===== src/rtl/reg_bank_param_pkg.sv =====
// Shared types and helpers for the Redux-V parametrised register bank.
package reg_bank_param_pkg;

  localparam int unsigned DEF_DATA_W = 8;
  localparam int unsigned DEF_ADDR_W = 2;

  // Dump engine state encoding
  typedef enum logic [1:0] {
    DUMP_IDLE = 2'd0,
    DUMP_LOAD = 2'd1,
    DUMP_SEND = 2'd2,
    DUMP_DONE = 2'd3
  } dump_state_e;

  // Where a read port takes its value from
  typedef enum logic [1:0] {
    SRC_REG   = 2'd0,
    SRC_ZERO  = 2'd1,
    SRC_WDATA = 2'd2
  } rd_src_e;

  // Read-port source select shared by the normal read ports and the dump engine.
  // wr_hit must already exclude discarded writes; the zero register wins over bypass.
  function automatic rd_src_e rd_src(input logic zero_en, input logic byp_en,
                                     input logic addr_is_zero, input logic wr_hit);
    rd_src_e src;
    src = SRC_REG;
    if (zero_en && addr_is_zero) begin
      src = SRC_ZERO;
    end else if (byp_en && wr_hit) begin
      src = SRC_WDATA;
    end
    return src;
  endfunction

endpackage


===== src/rtl/reg_bank_dump_fsm.sv =====
// Debug dump engine: walks every register and streams (index, contents) over valid/ready.
module reg_bank_dump_fsm
  import reg_bank_param_pkg::*;
#(
  parameter int unsigned DATA_W   = DEF_DATA_W,
  parameter int unsigned ADDR_W   = DEF_ADDR_W,
  parameter bit          ZERO_REG = 1'b0
) (
  input  logic                                   clk,
  input  logic                                   reset,
  input  logic                                   dump_start,
  input  logic                                   dump_ready,
  input  logic                                   write_commit,
  input  logic [ADDR_W-1:0]                      write_addr,
  input  logic [DATA_W-1:0]                      write_data,
  input  logic [(1 << ADDR_W)-1:0][DATA_W-1:0]   regs,
  output logic                                   dump_busy,
  output logic                                   dump_valid,
  output logic [ADDR_W-1:0]                      dump_addr,
  output logic [DATA_W-1:0]                      dump_data,
  output logic                                   dump_done
);

  dump_state_e       state_q, state_d;
  logic [ADDR_W-1:0] idx_q, idx_d;
  logic [ADDR_W-1:0] addr_q, addr_d;
  logic [DATA_W-1:0] data_q, data_d;
  logic              valid_q, valid_d;
  logic              busy_q, busy_d;
  logic              done_q, done_d;
  rd_src_e           load_src_c;
  logic [DATA_W-1:0] load_val_c;

  // The dump sees a same-cycle write to the index it is loading, whatever BYPASS is
  assign load_src_c = rd_src(ZERO_REG, 1'b1, idx_q == '0,
                             write_commit && (write_addr == idx_q));

  // Value captured for the current beat
  always_comb begin
    load_val_c = regs[idx_q];
    case (load_src_c)
      SRC_ZERO:  load_val_c = '0;
      SRC_WDATA: load_val_c = write_data;
      default:   load_val_c = regs[idx_q];
    endcase
  end

  // Next-state and next-output logic
  always_comb begin
    state_d = state_q;
    idx_d   = idx_q;
    addr_d  = addr_q;
    data_d  = data_q;
    unique case (state_q)
      DUMP_IDLE: begin
        if (dump_start) begin
          state_d = DUMP_LOAD;
          idx_d   = '0;
        end
      end
      DUMP_LOAD: begin
        addr_d  = idx_q;
        data_d  = load_val_c;
        state_d = DUMP_SEND;
      end
      DUMP_SEND: begin
        if (dump_ready) begin
          if (&idx_q) begin
            state_d = DUMP_DONE;
          end else begin
            idx_d   = idx_q + ADDR_W'(1);
            state_d = DUMP_LOAD;
          end
        end
      end
      DUMP_DONE: state_d = DUMP_IDLE;
      default:   state_d = DUMP_IDLE;
    endcase
    valid_d = (state_d == DUMP_SEND);
    busy_d  = (state_d != DUMP_IDLE);
    done_d  = (state_d == DUMP_DONE);
  end

  // State and output registers; reset aborts any dump in flight
  always_ff @(posedge clk) begin
    if (reset) begin
      state_q <= DUMP_IDLE;
      idx_q   <= '0;
      addr_q  <= '0;
      data_q  <= '0;
      valid_q <= 1'b0;
      busy_q  <= 1'b0;
      done_q  <= 1'b0;
    end else begin
      state_q <= state_d;
      idx_q   <= idx_d;
      addr_q  <= addr_d;
      data_q  <= data_d;
      valid_q <= valid_d;
      busy_q  <= busy_d;
      done_q  <= done_d;
    end
  end

  assign dump_busy  = busy_q;
  assign dump_valid = valid_q;
  assign dump_addr  = addr_q;
  assign dump_data  = data_q;
  assign dump_done  = done_q;

endmodule


===== src/rtl/reg_bank_param.sv =====
// Parametrised register file: one write port, NUM_RD combinational read ports, debug dump.
module reg_bank_param
  import reg_bank_param_pkg::*;
#(
  parameter int unsigned DATA_W   = DEF_DATA_W,
  parameter int unsigned ADDR_W   = DEF_ADDR_W,
  parameter int unsigned NUM_RD   = 2,
  parameter bit          ZERO_REG = 1'b0,
  parameter bit          BYPASS   = 1'b0
) (
  input  logic                     clk,
  input  logic                     reset,
  input  logic                     write_enable,
  input  logic [ADDR_W-1:0]        write_addr,
  input  logic [DATA_W-1:0]        write_data,
  input  logic [NUM_RD*ADDR_W-1:0] r_addr,
  output logic [NUM_RD*DATA_W-1:0] r_data,
  input  logic                     dump_start,
  output logic                     dump_busy,
  output logic                     dump_valid,
  input  logic                     dump_ready,
  output logic [ADDR_W-1:0]        dump_addr,
  output logic [DATA_W-1:0]        dump_data,
  output logic                     dump_done
);

  localparam int unsigned NREGS = 1 << ADDR_W;

  logic [NREGS-1:0][DATA_W-1:0] regs_c;
  logic                         wr_commit_c;

  // Writes to the hard-wired zero register are dropped
  assign wr_commit_c = write_enable && !(ZERO_REG && (write_addr == '0));

  // Storage: one register per entry
  for (genvar i = 0; i < NREGS; i++) begin : g_reg
    logic [DATA_W-1:0] entry_q, entry_d;

    // Load write data when this entry is addressed
    always_comb begin
      entry_d = entry_q;
      if (wr_commit_c && (write_addr == ADDR_W'(i))) begin
        entry_d = write_data;
      end
    end

    // Entry register
    always_ff @(posedge clk) begin
      if (reset) begin
        entry_q <= '0;
      end else begin
        entry_q <= entry_d;
      end
    end

    assign regs_c[i] = entry_q;
  end

  // Combinational read ports
  for (genvar k = 0; k < NUM_RD; k++) begin : g_rd
    logic [ADDR_W-1:0] ra_c;
    rd_src_e           src_c;
    logic [DATA_W-1:0] val_c;

    assign ra_c  = r_addr[k*ADDR_W +: ADDR_W];
    assign src_c = rd_src(ZERO_REG, BYPASS, ra_c == '0,
                          wr_commit_c && (write_addr == ra_c));

    // Port data mux
    always_comb begin
      val_c = regs_c[ra_c];
      case (src_c)
        SRC_ZERO:  val_c = '0;
        SRC_WDATA: val_c = write_data;
        default:   val_c = regs_c[ra_c];
      endcase
    end

    assign r_data[k*DATA_W +: DATA_W] = val_c;
  end

  reg_bank_dump_fsm #(
    .DATA_W   (DATA_W),
    .ADDR_W   (ADDR_W),
    .ZERO_REG (ZERO_REG)
  ) u_dump (
    .clk          (clk),
    .reset        (reset),
    .dump_start   (dump_start),
    .dump_ready   (dump_ready),
    .write_commit (wr_commit_c),
    .write_addr   (write_addr),
    .write_data   (write_data),
    .regs         (regs_c),
    .dump_busy    (dump_busy),
    .dump_valid   (dump_valid),
    .dump_addr    (dump_addr),
    .dump_data    (dump_data),
    .dump_done    (dump_done)
  );

endmodule

===== config.mk =====
export PLATFORM = sky130hd
export DESIGN_NAME = reg_bank_param
export DESIGN_NICKNAME = d
export VERILOG_FILES = /design/src/rtl/reg_bank_param_pkg.sv /design/src/rtl/reg_bank_dump_fsm.sv /design/src/rtl/reg_bank_param.sv
export SDC_FILE = /design/constraint.sdc
export NUM_CORES = 1
export LEC_CHECK = 0
export ABC_AREA = 1
export CORE_ASPECT_RATIO = 2
export CORE_MARGIN = 2
export CORE_UTILIZATION = 49
export DETAILED_ROUTE_END_ITERATION = 8
export MAX_ROUTING_LAYER = met4
export PLACE_DENSITY = 0.78
export SLEW_MARGIN = 20
export SYNTH_ARGS = -nofsm -noshare
export SYNTH_HDL_FRONTEND = slang
export SYNTH_HIERARCHICAL = 1
export SYNTH_SLANG_ARGS = --single-unit

===== constraint.sdc =====
create_clock -name clk -period 1.45 [get_ports clk]
set_clock_uncertainty 0.15 [all_clocks]
set_input_delay 0.145 -clock clk [delete_from_list [all_inputs] [get_ports clk]]
set_output_delay 0.145 -clock clk [all_outputs]
set_load 0.02 [all_outputs]

==> results.yml <==
clocking:
  clkSinkCount: 49
  root_buffer: "clkbuf_16"
  htree_levels: 2
  clk-insertion-delay-late_ns: 0.30
  cts_made_buffers: 5
  cts.clk_slew.worst_paths_ns: 0.07
  postCtsHoldBufs: 0
  clk_path_buf_depth: 2
  cts_tree: "yes"
die:
  die_h_microns: 115
  die_x_microns: 59.5
  die_area_sq_um: 6850
  ios: 48
  initial_core_util: 0.503
  fp-row-count: 40
  fp.coreArea_sq_um: 6010
setup_path:
  reg2regPathDepth: 8
  path_depth: 3
  r2r_slack_ns: -0.02
  crit_path_end: "r_data[12]"
  path_buf_inv: 1
  rr_startpoint: "u_dump/idx_q[0]"
  path_class: "register to output pin"
  crit_slowest_cell: "dfxtp_2"
  crit_chain: "o211ai_1 > nand2_1 > buf_6"
  cp-end-kind: "output pin"
  critical_path.startpoint: "g_reg[0].entry_q[4]"
  worst_ep_required_time_ns: 1.15
  reg2reg_to: "u_dump/dump_data[1]"
  cp_top_family: "flip-flops"
  worstPathArrival_ns: 1.23
  cp-start-kind: "register"
  critPathMaxStageDelay_ns: 0.34
  path_max_fanout: 3
yosys:
  yosysTopAreaCellShare: 0.325
  syn_inst: 512
  synth.distinct_cells: 22
  synth_nets: 532
  postSynth.asyncResetShare: 0
  synthAdderAreaFrac: 0.00414
  yosysTopAreaCell: "dfxtp_1"
  synth-xor-area-share: 0
  avgSynthCellArea_sq_um: 5.90
  ys_ff_latch: 49
  yosys_warnings: 6
  yosys-top-cells-count: "nand2_1 (165), inv_1 (88), nor2_1 (79)"
  synth_edf_count: 0
  synth_seq_area_share: 0.325
  syn_area_sq_um: 3020
  synth-simple-area-share: 0.402
  synth_area_leaders: "dfxtp_1 (32%), nand2_1 (21%), inv_1 (11%)"
  synth-main-ff-cell: "dfxtp_1"
  synth_top_family_by_area: "simple AND/OR/NAND/NOR gates"
  synth_compound_gate_area_share: 0.117
  synth_mux_area_frac: 0
  yosysMostFrequentCell: "nand2_1"
timing:
  worst-slew-pin-transition_ns: 0.372
  setup_viol: 2
  period_share: 1.05
  rsz0062_at_grt: "yes"
  fmax_mhz: 657
  finalHoldViolCount: 0
  fin_crit_ns: 1.52
  hold_ws_ns: 0.348
  finalMaxSlewViolations: 0
  timing.final.ws_setup_ns: -0.0730
  maxSlewHeadroom: 0.751
route:
  wl_microns: 10300
  dr_total_vias: 3569
  dr.pass1.iters: 5
  wl_per_cell_microns: 15.5
  routed_via_density: 5.36
  final_antenna_net_count: 0
  route.detailed.drc: 0
  drtIter0Drc: 258
placed_design:
  place_area_sq_um: 3950
  port_buffers: 47
  placedCellCount: 648
  place_ws_ns: -0.580
  routabilityCongestion: 0.949
  place.detailed.hpwl_microns: 6920
cells_and_area:
  antenna_cells: 0
  area_growth_syn_to_layout_pct: 42.2
  nets: 622
  final_cell_area_sq_um: 4290
  drive_gt1_frac: 0.234
  stdcell_count: 666
global_routing:
  grt_pass1_wl_microns: 15600
  grt_max_degree: 33
  grt_pass1_vias: 3398
  gr-total-overflow: 0
  antenna_found_initial: 0
  grt_usage: 0.313
power:
  leakagePower_uw: 0.00233
  ir_worst_vdd_v: 0.00109
  power.density_nw_per_um2: 955
  power.total_uw: 4100
job:
  maxCapViolations: 0
outcome:
  violations: "setup timing"
  status: "complete, but fails checks"
hold_path:
  hold_class: "input pin to register"
  worstHoldPathCells: 2
cells in the final DEF (no fill, tap or decap), drive strengths merged:
cell           netlist  layout
a21boi               1       1
a21oi               12      12
buf                 10      74
bufbuf               0       1
bufinv               0       1
clkbuf              14       7
clkdlybuf4s50        0      14
clkinvlp             0       1
dfxtp               49      49
dlygate4sd2          0      16
ha                   1       1
inv                 91      91
nand2              167     168
nand3               45      45
nor2                82      82
o211ai              32      32
o21ai                7       7
o21bai               1       1
report_power, final:
group	leakage (uW)	switching (uW)	total (uW)	internal, uW
combinational	0.00184	696	1210	514
sequential	0.000405	59.4	1500	1440
clock	0.0000831	535	1400	861
repair_timing:
| item | in CTS | in global routing |
|---|---|---|
| pin swaps | 4 | 19 |
| setup endpoints to repair | 39 | 26 |
| buffers inserted | 1 | 5 |
| gates cloned | 2 | 2 |
| gates resized for setup | 102 | 50 |
routing by layer:
layer,track usage,up-vias,part of all wire
met4,0.234,0,0.073
li1,-,1750,-
met2,0.524,172,0.52
met5,-,-,0
met3,0.0540,54,0.068
met1,0.310,1593,0.34
area by class of cell:
| class | count | area, sq um |
|---|---|---|
| clock buffers | 6 | 139 |
| clock inverters | 2 | 37.5 |
| fillers | 504 | 1710 |
| inverters | 91 | 349 |
| multi-input cells | 349 | 1660 |
| flip-flops and latches | 49 | 992 |
| well taps | 63 | 78.8 |
| repair buffers | 106 | 1040 |
worst min-delay path by stage:
stage	from	to	slack, ns
final	reset	u_dump/state_q[0]	0.35
after global routing	reset	u_dump/state_q[0]	0.37
after CTS	reset	u_dump/state_q[0]	0.35
after detailed placement	u_dump/dump_addr[0]	u_dump/dump_addr[0]	0.39
after global placement	u_dump/dump_addr[0]	u_dump/dump_addr[0]	0.37
after floorplan	write_data[0]	g_reg[1].entry_q[0]	0.13
cells by family after synthesis:
kind of cell / Yosys count
compound gates: 53
buf+inv: 115
fa+ha+maj: 1
simple gates: 294
flops: 49
registers in the layout (all words and copies together) (netlist names):
name and count:
u_dump/dump_done 1, u_dump/state_q 2, g.entry_q 32, u_dump/dump_valid 1, u_dump/idx_q 2, u_dump/dump_data 8
u_dump/dump_addr 2, u_dump/dump_busy 1
stage by stage:
step	setup TNS, ns	util
6_report	-0.0926	0.715
5_1_grt	-0.609	0.715
4_1_cts	-0.0165	0.684
3_5_place_dp	-12.47	0.658
3_3_place_gp	-10.80	0.658
2_1_floorplan	0	-
No activity file was read; power rests on OpenSTA's default activity.
